--- config.mk ---
export PLATFORM = sky130hd
export DESIGN_NAME = axi_write_slave
export DESIGN_NICKNAME = d
export VERILOG_FILES = /design/src/rtl/axi_pkg.sv /design/src/rtl/axi_addr_gen.sv /design/src/rtl/axi_write_slave.sv
export SDC_FILE = /design/constraint.sdc
export NUM_CORES = 1
export LEC_CHECK = 0
export CORE_UTILIZATION = 25
export DETAILED_ROUTE_END_ITERATION = 8
export GPL_TIMING_DRIVEN = 0
export PLACE_DENSITY = 0.6
export SYNTH_ARGS = -nofsm -noshare
export SYNTH_HDL_FRONTEND = slang
export SYNTH_HIERARCHICAL = 1
export SYNTH_SLANG_ARGS = --single-unit
--- constraint.sdc ---
create_clock -name ACLK -period 4.23 [get_ports ACLK]
set_input_delay 1.0575 -clock ACLK [delete_from_list [all_inputs] [get_ports ACLK]]
set_output_delay 1.0575 -clock ACLK [all_outputs]
set_load 0.01 [all_outputs]
--- src/rtl/axi_pkg.sv ---
// rtl/axi_pkg.sv - shared burst/response codes, FSM states and size decode for the AXI write slave
package axi_pkg;
   localparam logic [1:0] BURST_FIXED = 2'b00;
   localparam logic [1:0] BURST_INCR  = 2'b01;
   localparam logic [1:0] BURST_WRAP  = 2'b10;
   localparam logic [1:0] BURST_RSVD  = 2'b11;

   localparam logic [1:0] RESP_OKAY   = 2'b00;
   localparam logic [1:0] RESP_SLVERR = 2'b10;

   localparam logic [1:0] SIZE_1B      = 2'b00;
   localparam logic [1:0] SIZE_2B      = 2'b01;
   localparam logic [1:0] SIZE_4B      = 2'b10;
   localparam logic [1:0] SIZE_ILLEGAL = 2'b11;

   typedef enum logic [1:0] {
      ST_IDLE = 2'd0,
      ST_DATA = 2'd1,
      ST_RESP = 2'd2
   } wr_state_t;

   function automatic logic [3:0] size_bytes(input logic [1:0] size);
      return 4'd1 << size;
   endfunction
endpackage

--- src/rtl/axi_addr_gen.sv ---
// rtl/axi_addr_gen.sv - next beat address from current address, beat size and burst type
module axi_addr_gen
   import axi_pkg::*;
#(
   parameter int BUSWIDTH = 32
)(
   input  logic [BUSWIDTH-1:0] addr,
   input  logic [1:0]          size,
   input  logic [1:0]          burst,
   output logic [BUSWIDTH-1:0] next_addr
);
   // WRAP and reserved bursts step like INCR; no wrap boundary is applied
   always_comb begin
      next_addr = addr + BUSWIDTH'(size_bytes(size));
      if (burst == BURST_FIXED)
         next_addr = addr;
   end
endmodule

--- src/rtl/axi_write_slave.sv ---
// rtl/axi_write_slave.sv - AXI write slave to single-cycle memory write port; AXI_WR_SLVERR_EN enables SLVERR checks
module axi_write_slave
   import axi_pkg::*;
#(
   parameter int BUSWIDTH   = 32,
   parameter int SLAVE_TAGS = 2
)(
   input  logic                    ACLK,
   input  logic                    ARESET,
   input  logic [SLAVE_TAGS-1:0]   AWID,
   input  logic [BUSWIDTH-1:0]     AWADDR,
   input  logic [3:0]              AWLEN,
   input  logic [1:0]              AWSIZE,
   input  logic [1:0]              AWBURST,
   input  logic [1:0]              AWLOCK,
   input  logic [3:0]              AWCACHE,
   input  logic [2:0]              AWPROT,
   input  logic                    AWVALID,
   output logic                    AWREADY,
   input  logic [SLAVE_TAGS-1:0]   WID,
   input  logic [BUSWIDTH-1:0]     WDATA,
   input  logic [BUSWIDTH/8-1:0]   WSTRB,
   input  logic                    WLAST,
   input  logic                    WVALID,
   output logic                    WREADY,
   output logic [SLAVE_TAGS-1:0]   BID,
   output logic [1:0]              BRESP,
   output logic                    BVALID,
   input  logic                    BREADY,
   output logic [BUSWIDTH-1:0]     address_out,
   output logic [BUSWIDTH-1:0]     data_out,
   output logic [BUSWIDTH/8-1:0]   strb_out,
   output logic                    memwrite
);
   wr_state_t           state;
   logic [BUSWIDTH-1:0] cur_addr;
   logic [BUSWIDTH-1:0] next_addr;
   logic [3:0]          len_q;
   logic [3:0]          beat_cnt;
   logic [1:0]          size_q;
   logic [1:0]          burst_q;
   logic                aw_hs;
   logic                w_hs;
   logic                last_by_count;
   logic                burst_end;
   logic [1:0]          resp_next;
   logic                unused_ok;

   assign aw_hs         = (state == ST_IDLE) && AWREADY && AWVALID;
   assign w_hs          = (state == ST_DATA) && WREADY && WVALID;
   assign last_by_count = (beat_cnt == len_q);
   assign burst_end     = w_hs && (WLAST || last_by_count);
   assign unused_ok     = ^{AWLOCK, AWCACHE, AWPROT, WID};

   axi_addr_gen #(.BUSWIDTH(BUSWIDTH)) u_addr_gen (
      .addr      (cur_addr),
      .size      (size_q),
      .burst     (burst_q),
      .next_addr (next_addr)
   );

`ifdef AXI_WR_SLVERR_EN
   logic err_q;
   logic beat_err;

   // a WLAST that does not line up with the announced length is an error either way
   assign beat_err  = (WID != BID) || (WLAST != last_by_count);
   assign resp_next = (err_q || beat_err) ? RESP_SLVERR : RESP_OKAY;

   always_ff @(posedge ACLK or posedge ARESET) begin
      if (ARESET)
         err_q <= 1'b0;
      else if (aw_hs)
         err_q <= (AWSIZE == SIZE_ILLEGAL) || (AWBURST == BURST_RSVD);
      else if (w_hs)
         err_q <= err_q || beat_err;
   end
`else
   assign resp_next = RESP_OKAY;
`endif

   always_ff @(posedge ACLK or posedge ARESET) begin
      if (ARESET) begin
         state       <= ST_IDLE;
         AWREADY     <= 1'b0;
         WREADY      <= 1'b0;
         BVALID      <= 1'b0;
         BID         <= '0;
         BRESP       <= RESP_OKAY;
         memwrite    <= 1'b0;
         address_out <= '0;
         data_out    <= '0;
         strb_out    <= '0;
         cur_addr    <= '0;
         len_q       <= '0;
         beat_cnt    <= '0;
         size_q      <= '0;
         burst_q     <= '0;
      end else begin
         memwrite <= 1'b0;
         case (state)
            ST_IDLE: begin
               AWREADY <= 1'b1;
               if (aw_hs) begin
                  AWREADY  <= 1'b0;
                  WREADY   <= 1'b1;
                  BID      <= AWID;
                  cur_addr <= AWADDR;
                  len_q    <= AWLEN;
                  size_q   <= AWSIZE;
                  burst_q  <= AWBURST;
                  beat_cnt <= '0;
                  state    <= ST_DATA;
               end
            end
            ST_DATA: begin
               if (w_hs) begin
                  address_out <= cur_addr;
                  data_out    <= WDATA;
                  strb_out    <= WSTRB;
                  memwrite    <= 1'b1;
                  cur_addr    <= next_addr;
                  beat_cnt    <= beat_cnt + 4'd1;
               end
               if (burst_end) begin
                  WREADY <= 1'b0;
                  BVALID <= 1'b1;
                  BRESP  <= resp_next;
                  state  <= ST_RESP;
               end
            end
            ST_RESP: begin
               if (BVALID && BREADY) begin
                  BVALID  <= 1'b0;
                  AWREADY <= 1'b1;
                  state   <= ST_IDLE;
               end
            end
            default: state <= ST_IDLE;
         endcase
      end
   end
endmodule
Yosys cells after proc, flatten, opt, wreduce, memory -nomap -nowiden. Index checks and enable logic that the tools add are counted.

Input bits: 95. Bits in writable memories: 0. Memory bits (read-only): 0. Output and inout bits: 76. Memories kept: 0. Logic and storage cells: 67. Bits in latches: 0. Register bits: 120.

Reduce and logical (&&, ||, !) cells: 20. Multiplexer cells: 22. Bitwise logic cells: 0. Shift-type cells: 1. Order comparisons: 0. Eq/ne operators: 8. Div/mod/pow operators: 0. Add/sub/neg operators: 2. $mul: 0.

Operators with widths (number): $mux W32 (3); $pmux W32 S2 (1); $add A32 B4 Y32 (1); $reduce_and A3 Y1 (4); $ne A2 B2 Y1 const B (5); $mux W1 (8); $mux W4 (2); $pmux W4 S2 (1); $logic_and A1 B1 Y1 (6); $mux W2 (3); $pmux W1 S2 (3); $pmux W2 S3 (1); $reduce_and A2 Y1 (3); $reduce_bool A2 Y1 (3); $add A4 B1 Y4 const B (1); $eq A4 B4 Y1 (1); $logic_not A2 Y1 (2); $reduce_and A4 Y1 (1); $shl A1 B2 Y4 const A (1); $eq A2 B1 Y1 const B (1); $eq A2 B2 Y1 const B (1); $logic_or A1 B1 Y1 (1).

Logic depth before layout (Yosys ltp).
Depth in word-level cells: 6. Depth in mapped cells: 10. Depth with buffers taken out: 9.

By module. The synthesis kept the hierarchy.

Modules (own cells, without submodules): axi_write_slave (seq. area each 3002.9 µm², instances 1, area an instance 5315.1 µm², cells each 469); axi_addr_gen (seq. area each 0.0 µm², instances 1, area an instance 853.3 µm², cells each 115).

Least setup slack after synthesis. Ideal clock, no wire load.

Path kind: register to register. From: register size_q[0]. To: register cur_addr[6]. Cell stages (with the launch flop): 11. Library setup time: 0.125 ns. Slack: 1.490 ns. Path buffers: 1. Data arrival time: 2.615 ns. Clock period less this slack: 2.740 ns. Required time: 4.105 ns. Cell sequence: dfrtp_1 > nor2_1 > ha_1 > fa_1 > a21o_1 > a21oi_1 > clkbuf_1 > nor3_1 > xor2_1 > mux2_4 > mux2_4.

Word-level cells in the longest chain between the ends: 5.

Ends and longest elaborated chain: start, declared (RTL line axi_write_slave.sv:40) `logic [1:0] size_q;`; start signal, assigned (RTL line axi_write_slave.sv:97) `size_q <= '0;`; start signal, assigned (RTL line axi_write_slave.sv:110) `size_q <= AWSIZE;`; $shl A1 B2 Y4 (RTL line axi_pkg.sv:23) `return 4'd1 << size;`; $add A32 B4 Y32 (RTL line axi_addr_gen.sv:14) `next_addr = addr + BUSWIDTH'(size_bytes(size));`; $mux W32 (RTL line axi_addr_gen.sv:15) `if (burst == BURST_FIXED)`; net next_addr[6] (RTL line axi_write_slave.sv:37) `logic [BUSWIDTH-1:0] next_addr;`; $mux W32 (RTL line axi_write_slave.sv:117) `if (w_hs) begin`; $pmux W32 S2 (RTL line axi_write_slave.sv:101) `case (state)`; end signal, assigned (RTL line axi_write_slave.sv:122) `cur_addr <= next_addr;`; end, declared (RTL line axi_write_slave.sv:36) `logic [BUSWIDTH-1:0] cur_addr;`.

The timed path passes the listed nets, and every way through them passes these cells. The select of a mux whose other input is x is not followed. A chain may end at the register's enable or synchronous reset.

Final worst setup path.
From: register size_q[0]. To: register cur_addr[18].

Same word-level chain as after synthesis.

==> metrics.md <==
| Metric | Value |
|---|---|
| Status | complete, no violations |
| CP required | 4540 ps |
| Final hold vios | 0 |
| Detail Placement HPWL | 11630 um |
| Final worst slack | 815.7 ps |
| Worst path arrival time | 3720 ps |
| Top post-synthesis cells by area | dfrtp_1, mux2_4, nand2_1, mux2_2, xor2_1 |
| Non-filler cells, final | 1101 |
| CTS clk-pin slew, worst paths | 60 ps |
| Vias in the first global route | 4666 |
| CTS H-tree lvls | 4 |
| Initial core utilization | 0.2544 |
| Initial antenna violation count | 0 |
| Max-Slew Margin vs Limit | 0.3334 |
| Die Height | 159.1 um |
| Layout area overhead | 43.14% |
| DRC Markers | 0 |
| Mapped Area | 6168 um^2 |
| Prevailing post-synth register cell | dfrtp_1 |
| Met3 Use GR | 0.03308 |
| Max clock buf depth | 2 |
| WL per Instance | 14.63 um |
| Core area | 24250 um^2 |
| Vias per inst | 4.211 |
| Slew Viols, Final | 0 |
| PortBufs | 157 |
| Seq/Total Area, Yosys | 0.4868 |
| Critical Path End Type | flip-flop |
| Detailed-route wire length | 16100 um |
| Setup WS pre-CTS | 837.6 ps |
| Dpl cell area | 8213 um^2 |
| Hold_buf cts | 0 |
| Die ar. | 25310 um^2 |
| Number of instances in the placed design | 1069 |
| Ratio of final minimum period to clock period | 0.8072 |
| Hold Path Class | reg -> reg |
| Min cycle time layout | 3414 ps |
| Worst ir drop on vdd | 228.6 uV |
| CP max FO | 10 |
| Hold Path Sink | data_out[22]$_DFFE_PP0P_ |
| Asr flop ratio synth | 1.000 |
| Final net count | 865 |
| Clock skew | 8.002 ps |
| Skew-Pair Late Insertion Delay | 420 ps |
| Syn avg cell area | 10.56 um^2 |
| Final Cell Area | 8830 um^2 |
| Core Rows | 57 |
| Post-synth top cells | nand2_1, dfrtp_1, mux2_4 |
| Pin count of the biggest net entering global routing | 41 |
| Mapped Cells | 584 |
| Startpoint Class | flip-flop |
| Most common cell in the synthesized netlist | nand2_1 |
| CP Class | reg -> reg |
| Number of synthesized flops with an enable pin | 0 |
| Setup Buffers After CTS | 0 |
| Area share of the largest cell type after synthesis | 0.4868 |
| Worst hold path depth | 2 |
| RSZ-0062 raised after global routing | no |
| Synth unique cells | 50 |
| DR vias | 4636 |
| Layout cells sized above 1 | 0.1802 |
| CTS buffer count | 17 |
| Total number of yosys warnings | 6 |
| Grt total ovfl | 0 |
| Worst-Margin Slew | 992.2 ps |
| Root Buffer | clkbuf_16 |
| Antenna Nets Post-Route | 0 |
| Total track usage | 0.1326 |
| DRT iter0 DRCs | 215 |
| Diodes inserted | 0 |
| R2R depth | 10 |
| TritonCTS clock tree | built |
| Maximum clock rate | 292.9 MHz |
| Final setup viols | 0 |
| Met2 global-route usage | 0.2179 |
| Die extent in x | 159.1 um |
| R2r startpoint | size_q[0]$_DFFE_PP0P_ |
| First-pass GRT wire length | 25890 um |
| Total negative slack | 0 ps |
| Placer congestion estimate | 0.7268 |
| R2r setup slk | 820 ps |
| HP Start | data_out[22]$_DFFE_PP0P_ |
| RR Endpoint | cur_addr[18]$_DFFE_PP0P_ |
| Synthesized flop and latch total | 120 |
| PwrDens | 819.9 nW/um^2 |
| Met1 Track Usage GR | 0.1688 |
| Max Cap Viol | 0 |
| Post-CTS sizing | 0 |
| Yosys top cell by area | dfrtp_1 |
| CTS sink count | 120 |
| Utilization after layout | 0.3641 |
| Pleak | 4.034 nW |
| Drt pass-1 iters | 4 |
| Top-Level Pins | 171 |
| Top Usage Layer GRT | met2 |
## metrics by stage
step	hold WS, ps	power [mW]
after floorplan	478.0	4.485
after global placement	458.6	5.701
after detailed placement	461.2	5.770
after CTS	475.2	7.339
after global routing	490.9	7.743
final	470.7	7.240
## critical path, stage by stage (launching register included)
cell and delay [ps]:
dfrtp_1 400, nor2_1 70, ha_1 230, fa_1 430
a21o_1 190, a21oi_1 620, clkbuf_1 510, nor3_1 150
xor2_1 170, mux2_4 280, mux2_4 250
## metal layers
layer  part of all wire  vias up
met4              0.012        0
met5                  0        -
met3              0.045       11
met2               0.48      109
li1                   -     2296
met1               0.46     2220
## registers in the layout, indices dropped and copies added (netlist names)
signal and count:
address_out 32, cur_addr 32, data_out 32, beat_cnt 4
len_q 4, strb_out 4, BID 2, burst_q 2
size_q 2, state 2, AWREADY 1, BVALID 1
WREADY 1, memwrite 1
## cell type report
type                    count  area [um^2]
fillers                  2438        15420
multi-input cells         425         2914
flip-flops and latches    120         3003
repair buffers            160         1632
well taps                 324        405.4
inverters                   8        33.78
clock inverters            11        146.4
clock buffers              21        470.5
plain buffers              32        225.2
## cells by family after synthesis
group / share of synthesized area
simple gates: 0.2049
flops: 0.4868
mux: 0.1757
buf+inv: 0.04138
xor+xnor: 0.04685
compound gates: 0.03043
fa+ha+maj: 0.01339
other cells: 0.0006079
## layout by cell type (no fill, tap or decap), drive strengths merged, types with 2 or more instances in the layout
| master | count |
|---|---|
| o21ai | 7 |
| conb | 2 |
| nand3 | 10 |
| a21o | 3 |
| clkdlybuf4s50 | 157 |
| mux2 | 76 |
| nor2b | 3 |
| bufinv | 3 |
| a21oi | 8 |
| clkinvlp | 3 |
| nor4b | 5 |
| nand2 | 216 |
| nand2b | 2 |
| and4 | 3 |
| nor3 | 11 |
| o21ba | 2 |
| nor2 | 5 |
| nor4 | 5 |
| inv | 7 |
| nand4 | 8 |
| clkinv | 6 |
| ha | 5 |
| xor2 | 22 |
| buf | 20 |
| or3 | 3 |
| nand4b | 3 |
| clkbuf | 36 |
| xnor2 | 11 |
| dfrtp | 120 |
| a211oi | 2 |
## power by group
group | total (mW) | internal [mW] | switching, mW | leakage [nW]
clock | 1.52 | 0.972 | 0.547 | 0.299
sequential | 2.21 | 1.72 | 0.486 | 1.46
combinational | 3.51 | 1.99 | 1.52 | 2.27
total | 7.24 | 4.69 | 2.55 | 4.03
## worst max-delay path by stage
stage / startpoint / to / slack (ps) / cells past startpoint
final: size_q[0]$_DFFE_PP0P_ / cur_addr[18]$_DFFE_PP0P_ / 820 / 10
after global routing: size_q[0]$_DFFE_PP0P_ / cur_addr[18]$_DFFE_PP0P_ / 620 / 10
after CTS: size_q[0]$_DFFE_PP0P_ / cur_addr[18]$_DFFE_PP0P_ / 800 / 10
after detailed placement: size_q[0]$_DFFE_PP0P_ / cur_addr[18]$_DFFE_PP0P_ / 840 / 10
after global placement: ARESET / BID[0]$_DFFE_PP0P_ / 380 / 2
after floorplan: size_q[0]$_DFFE_PP0P_ / cur_addr[6]$_DFFE_PP0P_ / 1490 / 10
No activity file was read; power rests on OpenSTA's default activity.
